===== config.mk =====
export PLATFORM = sky130hd
export DESIGN_NAME = pi_code_ctrl_flat
export DESIGN_NICKNAME = d
export VERILOG_FILES = /design/src/rtl/pi_code_ctrl_if.sv /design/src/rtl/pi_code_ctrl.sv /design/src/flat_wrapper.sv
export SDC_FILE = /design/constraint.sdc
export NUM_CORES = 1
export LEC_CHECK = 0
export ABC_AREA = 1
export CORE_UTILIZATION = 64
export CTS_BUF_LIST = sky130_fd_sc_hd__clkbuf_16
export CTS_CLUSTER_SIZE = 30
export DETAILED_ROUTE_END_ITERATION = 7
export PLACE_DENSITY = 0.86
export REMOVE_ABC_BUFFERS = 1
export SLEW_MARGIN = 25
export SYNTH_ARGS = -nofsm -noshare
export SYNTH_HDL_FRONTEND = slang
export SYNTH_SLANG_ARGS = --single-unit

===== constraint.sdc =====
create_clock -name clk_i -period 4.85 [get_ports clk_i]
set_input_delay 1.455 -clock clk_i [delete_from_list [all_inputs] [get_ports clk_i]]
set_output_delay 1.455 -clock clk_i [all_outputs]
set_load 0.02 [all_outputs]

===== src/rtl/pi_code_ctrl_if.sv =====
// pi_code_ctrl_if: bundle between the phase detector / loop control (master)
// and the phase-code controller (slave).
//   enable, hold       loop enable and loop freeze
//   vote_valid, early, late, vote_ready   early/late vote handshake
//   code, code_update, lock               phase code to the mixer and status
interface pi_code_ctrl_if;
  logic       enable;
  logic       hold;
  logic       vote_valid;
  logic       early;
  logic       late;
  logic       vote_ready;
  logic [9:0] code;
  logic       code_update;
  logic       lock;

  // Detector / loop control side
  modport master (
    output enable, hold, vote_valid, early, late,
    input  vote_ready, code, code_update, lock
  );

  // Phase-code controller side
  modport slave (
    input  enable, hold, vote_valid, early, late,
    output vote_ready, code, code_update, lock
  );
endinterface


===== src/rtl/pi_code_ctrl.sv =====
// pi_code_ctrl: digital phase controller for the CDR phase mixer.
// Filters bang-bang early/late votes over VOTE_LEN-vote windows and steps a
// 10-bit phase code (code[9:8] quadrant, code[7:0] weight) modulo 1024.
// Optional integral path built when PI_CTRL_FREQ_PATH_EN is defined.
// Ports:
//   clk_i      rising-edge clock
//   rst_i      asynchronous active-high reset
//   bus        pi_code_ctrl_if.slave: enable/hold/vote inputs,
//              vote_ready/code/code_update/lock outputs (all registered)
module pi_code_ctrl #(
  parameter int unsigned VOTE_LEN  = 8,
  parameter int unsigned KP        = 4,
  parameter logic [9:0]  INIT_CODE = 10'd0,
  parameter int unsigned FREQ_W    = 12,
  parameter int unsigned KI_SHIFT  = 6
) (
  input  logic          clk_i,
  input  logic          rst_i,
  pi_code_ctrl_if.slave bus
);

  localparam int unsigned CNT_W  = 8;
  localparam int unsigned SUM_W  = 9;
  localparam int unsigned CODE_W = 10;
  localparam int unsigned STEP_W = 32;
  localparam int unsigned ALT_W  = 3;

  localparam logic signed [STEP_W-1:0] KP_S      = STEP_W'(KP);
  localparam logic signed [STEP_W-1:0] STEP_MAX  = 32'sd127;
  localparam logic signed [STEP_W-1:0] STEP_MIN  = -32'sd127;
  localparam logic [ALT_W-1:0]         ALT_LOCK  = 3'd4;

  typedef enum logic [1:0] {
    S_IDLE  = 2'd0,
    S_ACCUM = 2'd1,
    S_APPLY = 2'd2
  } state_e;

  typedef enum logic [1:0] {
    DIR_NONE = 2'd0,
    DIR_UP   = 2'd1,
    DIR_DN   = 2'd2
  } dir_e;

  state_e                    state_q, state_d;
  logic [CNT_W-1:0]          cnt_q, cnt_d;
  logic signed [SUM_W-1:0]   sum_q, sum_d;
  logic [CODE_W-1:0]         code_q, code_d;
  logic                      upd_q, upd_d;
  logic                      ready_q, ready_d;
  logic                      lock_q, lock_d;
  dir_e                      last_q, last_d;
  logic [ALT_W-1:0]          alt_q, alt_d;

  logic                      run;
  logic                      accept;
  logic signed [SUM_W-1:0]   vote;
  dir_e                      dir;
  logic signed [STEP_W-1:0]  step_raw;
  logic signed [STEP_W-1:0]  step;
  logic [ALT_W-1:0]          alt_inc;

`ifdef PI_CTRL_FREQ_PATH_EN
  localparam logic signed [FREQ_W-1:0] INTEG_MAX = {1'b0, {(FREQ_W-1){1'b1}}};
  localparam logic signed [FREQ_W-1:0] INTEG_MIN = {1'b1, {(FREQ_W-1){1'b0}}};
  logic signed [FREQ_W-1:0]  integ_q, integ_d;
`else
  // Integrator sizing only matters when the frequency path is built
  logic unused_cfg;
  assign unused_cfg = ^{FREQ_W, KI_SHIFT};
`endif

  assign run    = bus.enable && !bus.hold;
  assign accept = bus.vote_valid && ready_q;

  // Vote weight: +1 early only, -1 late only, 0 for both/neither
  always_comb begin
    vote = '0;
    case ({bus.early, bus.late})
      2'b10:   vote = 9'sd1;
      2'b01:   vote = -9'sd1;
      default: vote = '0;
    endcase
  end

  // Window decision from the accumulated sum
  always_comb begin
    dir = DIR_NONE;
    if (sum_q > 9'sd0) begin
      dir = DIR_UP;
    end else if (sum_q < 9'sd0) begin
      dir = DIR_DN;
    end
  end

  // Step = +/-KP (+ scaled integrator), clamped to +/-127
  always_comb begin
    step_raw = '0;
    step     = '0;
    if (dir == DIR_UP) begin
      step_raw = KP_S;
    end else if (dir == DIR_DN) begin
      step_raw = -KP_S;
    end
`ifdef PI_CTRL_FREQ_PATH_EN
    if (dir != DIR_NONE) begin
      step_raw = step_raw + (STEP_W'(integ_q) >>> KI_SHIFT);
    end
`endif
    if (step_raw > STEP_MAX) begin
      step = STEP_MAX;
    end else if (step_raw < STEP_MIN) begin
      step = STEP_MIN;
    end else begin
      step = step_raw;
    end
  end

  assign alt_inc = (alt_q == ALT_LOCK) ? ALT_LOCK : alt_q + 3'd1;

  // State register
  always_ff @(posedge clk_i or posedge rst_i) begin
    if (rst_i) begin
      state_q <= S_IDLE;
    end else begin
      state_q <= state_d;
    end
  end

  // Next-state logic; loss of enable or hold wins from every state
  always_comb begin
    state_d = state_q;
    case (state_q)
      S_IDLE: begin
        if (run) begin
          state_d = S_ACCUM;
        end
      end
      S_ACCUM: begin
        if (!run) begin
          state_d = S_IDLE;
        end else if (accept && (cnt_q == CNT_W'(VOTE_LEN - 1))) begin
          state_d = S_APPLY;
        end
      end
      S_APPLY: begin
        state_d = run ? S_ACCUM : S_IDLE;
      end
      default: state_d = S_IDLE;
    endcase
  end

  // Datapath and output next values
  always_comb begin
    sum_d   = sum_q;
    cnt_d   = cnt_q;
    code_d  = code_q;
    upd_d   = 1'b0;
    lock_d  = lock_q;
    last_d  = last_q;
    alt_d   = alt_q;
`ifdef PI_CTRL_FREQ_PATH_EN
    integ_d = integ_q;
`endif
    ready_d = (state_d == S_ACCUM);

    case (state_q)
      S_ACCUM: begin
        if (accept) begin
          sum_d = sum_q + vote;
          cnt_d = cnt_q + 8'd1;
        end
      end
      S_APPLY: begin
        sum_d = '0;
        cnt_d = '0;
        // An APPLY abandoned by hold/disable leaves code, integrator and lock alone
        if (run) begin
          if ((dir != DIR_NONE) && (step != '0)) begin
            code_d = code_q + step[CODE_W-1:0];
            upd_d  = 1'b1;
          end
          // Two consecutive same-direction decisions break lock
          if ((dir != DIR_NONE) && (dir == last_q)) begin
            alt_d  = 3'd1;
            lock_d = 1'b0;
          end else begin
            alt_d  = alt_inc;
            lock_d = (alt_inc == ALT_LOCK);
          end
          last_d = dir;
`ifdef PI_CTRL_FREQ_PATH_EN
          if ((dir == DIR_UP) && (integ_q != INTEG_MAX)) begin
            integ_d = integ_q + FREQ_W'(1);
          end else if ((dir == DIR_DN) && (integ_q != INTEG_MIN)) begin
            integ_d = integ_q - FREQ_W'(1);
          end
`endif
        end
      end
      default: ;
    endcase

    // Entering or staying in IDLE discards the window and the lock history
    if (state_d == S_IDLE) begin
      sum_d  = '0;
      cnt_d  = '0;
      lock_d = 1'b0;
      last_d = DIR_NONE;
      alt_d  = '0;
    end
  end

  // Datapath registers
  always_ff @(posedge clk_i or posedge rst_i) begin
    if (rst_i) begin
      sum_q   <= '0;
      cnt_q   <= '0;
      code_q  <= INIT_CODE;
      upd_q   <= 1'b0;
      ready_q <= 1'b0;
      lock_q  <= 1'b0;
      last_q  <= DIR_NONE;
      alt_q   <= '0;
`ifdef PI_CTRL_FREQ_PATH_EN
      integ_q <= '0;
`endif
    end else begin
      sum_q   <= sum_d;
      cnt_q   <= cnt_d;
      code_q  <= code_d;
      upd_q   <= upd_d;
      ready_q <= ready_d;
      lock_q  <= lock_d;
      last_q  <= last_d;
      alt_q   <= alt_d;
`ifdef PI_CTRL_FREQ_PATH_EN
      integ_q <= integ_d;
`endif
    end
  end

  assign bus.vote_ready  = ready_q;
  assign bus.code        = code_q;
  assign bus.code_update = upd_q;
  assign bus.lock        = lock_q;

endmodule


===== src/flat_wrapper.sv =====
// flat-port wrapper written by rule: the top's interface ports become plain ports
module pi_code_ctrl_flat 
#(
  parameter int unsigned VOTE_LEN  = 8,
  parameter int unsigned KP        = 4,
  parameter logic [9:0]  INIT_CODE = 10'd0,
  parameter int unsigned FREQ_W    = 12,
  parameter int unsigned KI_SHIFT  = 6
)
  (clk_i, rst_i, bus_enable, bus_hold, bus_vote_valid, bus_early, bus_late, bus_vote_ready, bus_code, bus_code_update, bus_lock);
  pi_code_ctrl_if bus_i ();
  input  logic clk_i;
  input  logic rst_i;
  input wire logic [$bits(bus_i.enable)-1:0] bus_enable;
  input wire logic [$bits(bus_i.hold)-1:0] bus_hold;
  input wire logic [$bits(bus_i.vote_valid)-1:0] bus_vote_valid;
  input wire logic [$bits(bus_i.early)-1:0] bus_early;
  input wire logic [$bits(bus_i.late)-1:0] bus_late;
  output wire logic [$bits(bus_i.vote_ready)-1:0] bus_vote_ready;
  output wire logic [$bits(bus_i.code)-1:0] bus_code;
  output wire logic [$bits(bus_i.code_update)-1:0] bus_code_update;
  output wire logic [$bits(bus_i.lock)-1:0] bus_lock;
  assign bus_i.enable = bus_enable;
  assign bus_i.hold = bus_hold;
  assign bus_i.vote_valid = bus_vote_valid;
  assign bus_i.early = bus_early;
  assign bus_i.late = bus_late;
  assign bus_vote_ready = bus_i.vote_ready;
  assign bus_code = bus_i.code;
  assign bus_code_update = bus_i.code_update;
  assign bus_lock = bus_i.lock;
  pi_code_ctrl #(.VOTE_LEN(VOTE_LEN), .KP(KP), .INIT_CODE(INIT_CODE), .FREQ_W(FREQ_W), .KI_SHIFT(KI_SHIFT)) u_core (.clk_i(clk_i), .rst_i(rst_i), .bus(bus_i));
endmodule

* Word-level counts from Yosys, hierarchy flattened *
Index checks and enable logic that the tools add are counted.

word-level totals
  output and inout bits = 13
  logic and storage cells = 78
  register bits after elaboration = 37
  bits of input ports = 7

cells by class
  reduce and logical (&&, ||, !) cells = 16
  equal/unequal tests = 12
  add/subtract/negate cells = 4
  $lt $le $gt $ge = 4
  muxes and demuxes = 33

operator list
  operator                                                     count
  2-to-1 mux 32 bit                                            4
  case mux 9 bit (2 select lines)                              2
  > comparator 32 x 8 -> 1 bit, second input constant          1
  less-than comparator 32 x 8 -> 1 bit, second input constant  1
  nonzero test 32 bit                                          1
  2-to-1 mux 9 bit                                             2
  2-to-1 mux 2 bit                                             8
  2-to-1 mux 8 bit                                             2
  case mux 8 bit (2 select lines)                              1
  2-to-1 mux 3 bit                                             5
  adder 10 bit                                                 1
  adder 9 bit                                                  1
  > comparator 9 x 1 -> 1 bit, second input constant           1
  less-than comparator 9 x 1 -> 1 bit, second input constant   1
  adder 8 x 1 -> 8 bit, second input constant                  1
  == test 2 x 1 -> 1 bit, second input constant                4
  == test 8 x 3 -> 1 bit, second input constant                1
  2-to-1 mux 1 bit                                             8
  == test 2 bit, second input constant                         3
  == test 3 bit, second input constant                         2
  case mux 2 bit (3 select lines)                              1
  nonzero test 2 bit                                           3
  logical AND 1 bit                                            5
  zero test 2 bit                                              2
  7 further kinds                                              8

* Logic depth before layout (Yosys ltp) *
  depth after elaboration = 14
  depth in mapped cells = 16
  mapped depth without buffers = 16

* Least setup slack after synthesis *
Ideal clock, no wire load.

  kind = input-to-reg
  start point = input port bus_early
  end point = register u_core.sum_q[8]
  required time = 4733 ps
  path slack = 1784 ps
  stages on the path = 16
  arrival = 2948 ps
  cells stage by stage = inv_1 ha_1 inv_1 ha_1 inv_1 fa_1 inv_1 nand3_1 nand2_1 nand2_1 nand2_1 nand2_1 nand2_1 nor2_1 nand3_1 nand2_1

on the way
  cells in the longest elaborated chain, start to end = 6

RTL lines
  element                                                         RTL line             RTL
  start: declaration                                              flat_wrapper.sv:17   input wire logic [$bits(bus_i.early)-1:0] bus_early;
  == test 2 x 1 -> 1 bit / == test 2 bit (equally long branches)  pi_code_ctrl.sv:79   case ({bus.early, bus.late})
  case mux 9 bit (2 select lines) *                               pi_code_ctrl.sv:79
  adder 9 bit *                                                   pi_code_ctrl.sv:170  sum_d = sum_q + vote;
  2-to-1 mux 9 bit *                                              pi_code_ctrl.sv:169  if (accept) begin
  case mux 9 bit (2 select lines) *                               pi_code_ctrl.sv:167  case (state_q)
  2-to-1 mux 9 bit *                                              pi_code_ctrl.sv:205  if (state_d == S_IDLE) begin
  end signal: assignment                                          pi_code_ctrl.sv:229  sum_q <= sum_d;
  end: declaration                                                pi_code_ctrl.sv:47   logic signed [SUM_W-1:0] sum_q, sum_d;

Every way passes the cells marked *; elsewhere a longest branch is shown, timed or not. The select of a mux whose other input is x is not followed.
A chain may end at the register's enable or synchronous reset.

* Worst setup path in the final report *
Ends and elaborated chain as after synthesis.

==> results.md <==
* Layout net count at between 400 and 500
* CP Max Fanout at 3
* Placement-stage cell area at 2850 sq um
* Routed vias at 2362
* Total Die Area at approximately 4500 sq um
* HP Start: u_core.bus.code[6]
* Non-Filler Cell Area, Final at between 3000 and 4000 sq um
* CTS-repair resized insts at 0
* # IOs at 20
* RSZ-0062 raised after global routing: false
* Final core occ at 0.746
* NetSw at 0.394 mW
* Tcrit/Tclk final at 0.702
* Ant diodes at 0
* Worst Skew at about 0.0073 ns
* Sw frac at 0.373
* Slew Viols, Final at 0
* Ys flop type: dfrtp_1
* Post-route setup slack at 1.44 ns
* Largest net degree at the start of global routing at approximately 40
* Root buf cell: clkbuf_16
* Crit path capture type: flop
* Worst endpoint required time at between 5 and 6 ns
* Status: completed
* Final setup fails at 0
* Synth Register Bits at 35
* Number of global-route vias before repair at approximately 2.2k
* Worst rel slew slack at 0.529
* CTS tree: done
* CP startpoint: bus_early
* Post-route minimum period at ~3.4 ns
* Synth top area share at 0.325
* Max-cap viol count at 0
* Setup TNS Final at 0 ns
* Placed cells at about 430
* Die width at ~67 microns
* # DRC at 0
* Rows at 23
* Path type of the worst setup path: in -> reg
* FMAX at between 200 and 300 MHz
* Share of post-route cells with drive strength above 1 at 0.0486
* Worst-Margin Slew at 0.706 ns
* CP Launch Type: input port
* Area leader, netlist: dfrtp_1
* Initial core utilization at 0.670
* WL/cell at around 12 microns
* Clk network pwr share at 0.328
* Leak at around 1.7 nW
* Int Pwr at ~0.66 mW
* Worst-path clk slew at ~0.05 ns
* CORE AREA at 4030 sq um
* GRT Residual Overflow at 0
* Setup Fix Bufs, Post-CTS at 0
* Final hold viol count at 0
* FILL cells at a little over 300
* DIE HEIGHT at around 67 microns
* Vias per cell at between 5 and 6
* Pwr dens at roughly 350 nW/um^2
* Yosys warns at 0
* Final ANT Viol Nets at 0
* Synth area leaders: dfrtp_1, nand2_1, ha_1
* Sequential element share of the synthesized area at 0.325
* Synthesized area at 2700 sq um
* First-pass GRT wire length at 8980 microns
* CP arrival at approximately 3.6 ns
* Post-synth cell types at 32
* Gate Count Post-Synth at ~380
* Number of synthesized flops with an enable pin at 0
* Num CTS Buffers at 5
* Pre-antenna DRT Iters at 4
* Maximum clock insertion buffer count at 2
* CTS sink cnt at 35
* GRT Total Usage at 0.262
* Initial antenna violation count at 0
* Clock latency on the worst-skew pair at approximately 0.28 ns
* Max VDD drop at slightly below 0.3 mV
* Initial DRC Count at 135
* Final Non-Filler Cells at roughly 440
* Hold bufs inserted after CTS at 0
* Area Growth Syn to Fin at 11.4%
* Post-DP HPWL at roughly 3700 microns
* H-tree levels at 2
* Count of input and output buffers at 17
* Syn avg cell area at roughly 7 sq um
* Seq pwr share at 0.333
* Logic gate share of total power at 0.339
* Worst r2r src: u_core.state_q[0]
* Class of the worst hold path: reg -> reg
* Fraction of registers with async set/reset at 1.00
* Final WL at approximately 5200 microns
* Pre-CTS WS at about 1.1 ns
* Final GP Congestion at roughly 0.87
==> routing by layer <==
metal  GRT usage  vias to the layer above  part of all wire
li1            -                     1219                 -
met1       0.311                     1081              0.45
met2       0.472                       51              0.50
met3      0.0462                       11             0.034
met4      0.0798                        0             0.015
met5           0                        -                 0
==> worst paths after layout <==
path / to / slack [ns] / cells past startpoint
worst max-delay path: u_core.sum_q[8] / 1.44 / 17
worst min-delay path: u_core.bus.code[6] / 0.52 / 2
worst max register to register: u_core.cnt_q[3] / 2.53 / 10
worst min register to register: u_core.bus.code[6] / 0.52 / 2
max in group asynchronous: u_core.cnt_q[1] / 2.96 / 3
min in group asynchronous: u_core.last_q[1] / 1.57 / 3
==> placed cells by master (no fill, tap or decap), types with 2 or more instances in the layout <==
| cell type | n |
|---|---|
| nand2_4 | 2 |
| clkdlybuf4s50_1 | 17 |
| nand2_2 | 3 |
| nand3_1 | 54 |
| a21oi_2 | 2 |
| ha_1 | 23 |
| nor2_4 | 2 |
| a31oi_1 | 2 |
| fa_1 | 2 |
| nor2_1 | 41 |
| dfrtp_1 | 35 |
| clkbuf_16 | 5 |
| inv_1 | 57 |
| nand2_1 | 95 |
| nor3b_1 | 2 |
| xnor2_1 | 2 |
| conb_1 | 2 |
| xor2_1 | 11 |
| o21ai_0 | 8 |
| a21oi_1 | 9 |
| nand4_1 | 7 |
==> critical path: stages <==
cell and delay [ns]:
clkdlybuf4s50_1 0.45, inv_1 0.04, ha_1 0.26, inv_1 0.05, ha_1 0.17, inv_1 0.06, fa_1 0.39, inv_1 0.09
nand3_1 0.06, nand2_1 0.11, nand2_1 0.08, nand2_1 0.06, nand2_1 0.04, nand2_1 0.05, nor2_1 0.04, nand3_1 0.09
nand2_1 0.07
==> power by group through the flow <==
stage | Clock (mW) | Sequential (mW) | Combinational, mW
after CTS | 0.348 | 0.352 | 0.359
after global routing | 0.359 | 0.356 | 0.409
final | 0.346 | 0.352 | 0.359
after floorplan | 0 | 0.352 | 0.267
after detailed placement | 0 | 0.356 | 0.355
after global placement | 0 | 0.354 | 0.342
==> per-stage QoR <==
stage	power [mW]	hold WS, ns
after detailed placement	0.711	0.511
after global placement	0.696	0.496
final	1.06	0.521
after CTS	1.06	0.524
after global routing	1.12	0.547
after floorplan	0.619	0.498
==> layout make-up <==
cell class	instances	area, sq um	area share
clock buffer	5	125	0.0416
clock inverter	2	33.8	0.0112
inverter	59	224	0.0745
multi-input combinational	272	1510	0.501
sequential	35	876	0.291
tap	50	62.6	0.0208
timing repair buffer	18	178	0.0591
==> cells by family (layout without fill, tap and decap cells) <==
| logic type | after synthesis | count (layout) | share of synthesized area |
|---|---|---|---|
| compound gates | 24 | 24 | 0.0505 |
| flops | 35 | 35 | 0.325 |
| other cells | 1 | 2 | 0.00139 |
| fa+ha+maj | 25 | 25 | 0.121 |
| buf+inv | 71 | 84 | 0.119 |
| simple gates | 208 | 208 | 0.341 |
| xor+xnor | 13 | 13 | 0.0422 |
==> state kept, by name (all words and copies together) (netlist names) <==
register	flops
u_core.cnt_q	8
u_core.alt_q	3
u_core.bus.lock	1
u_core.last_q	2
u_core.bus.code	8
u_core.bus.code_update	1
u_core.state_q	2
u_core.bus.vote_ready	1
u_core.sum_q	9
==> cell usage after synthesis (3+ instances only) <==
master	count
nand2_1	95
inv_1	56
nand3_1	54
nor2_1	41
dfrtp_1	35
ha_1	23
xor2_1	11
a21oi_1	9
o21ai_0	8
nand4_1	7
buf_2	4
buf_4	3
nand2_2	3
No activity file was read; power rests on OpenSTA's default activity.
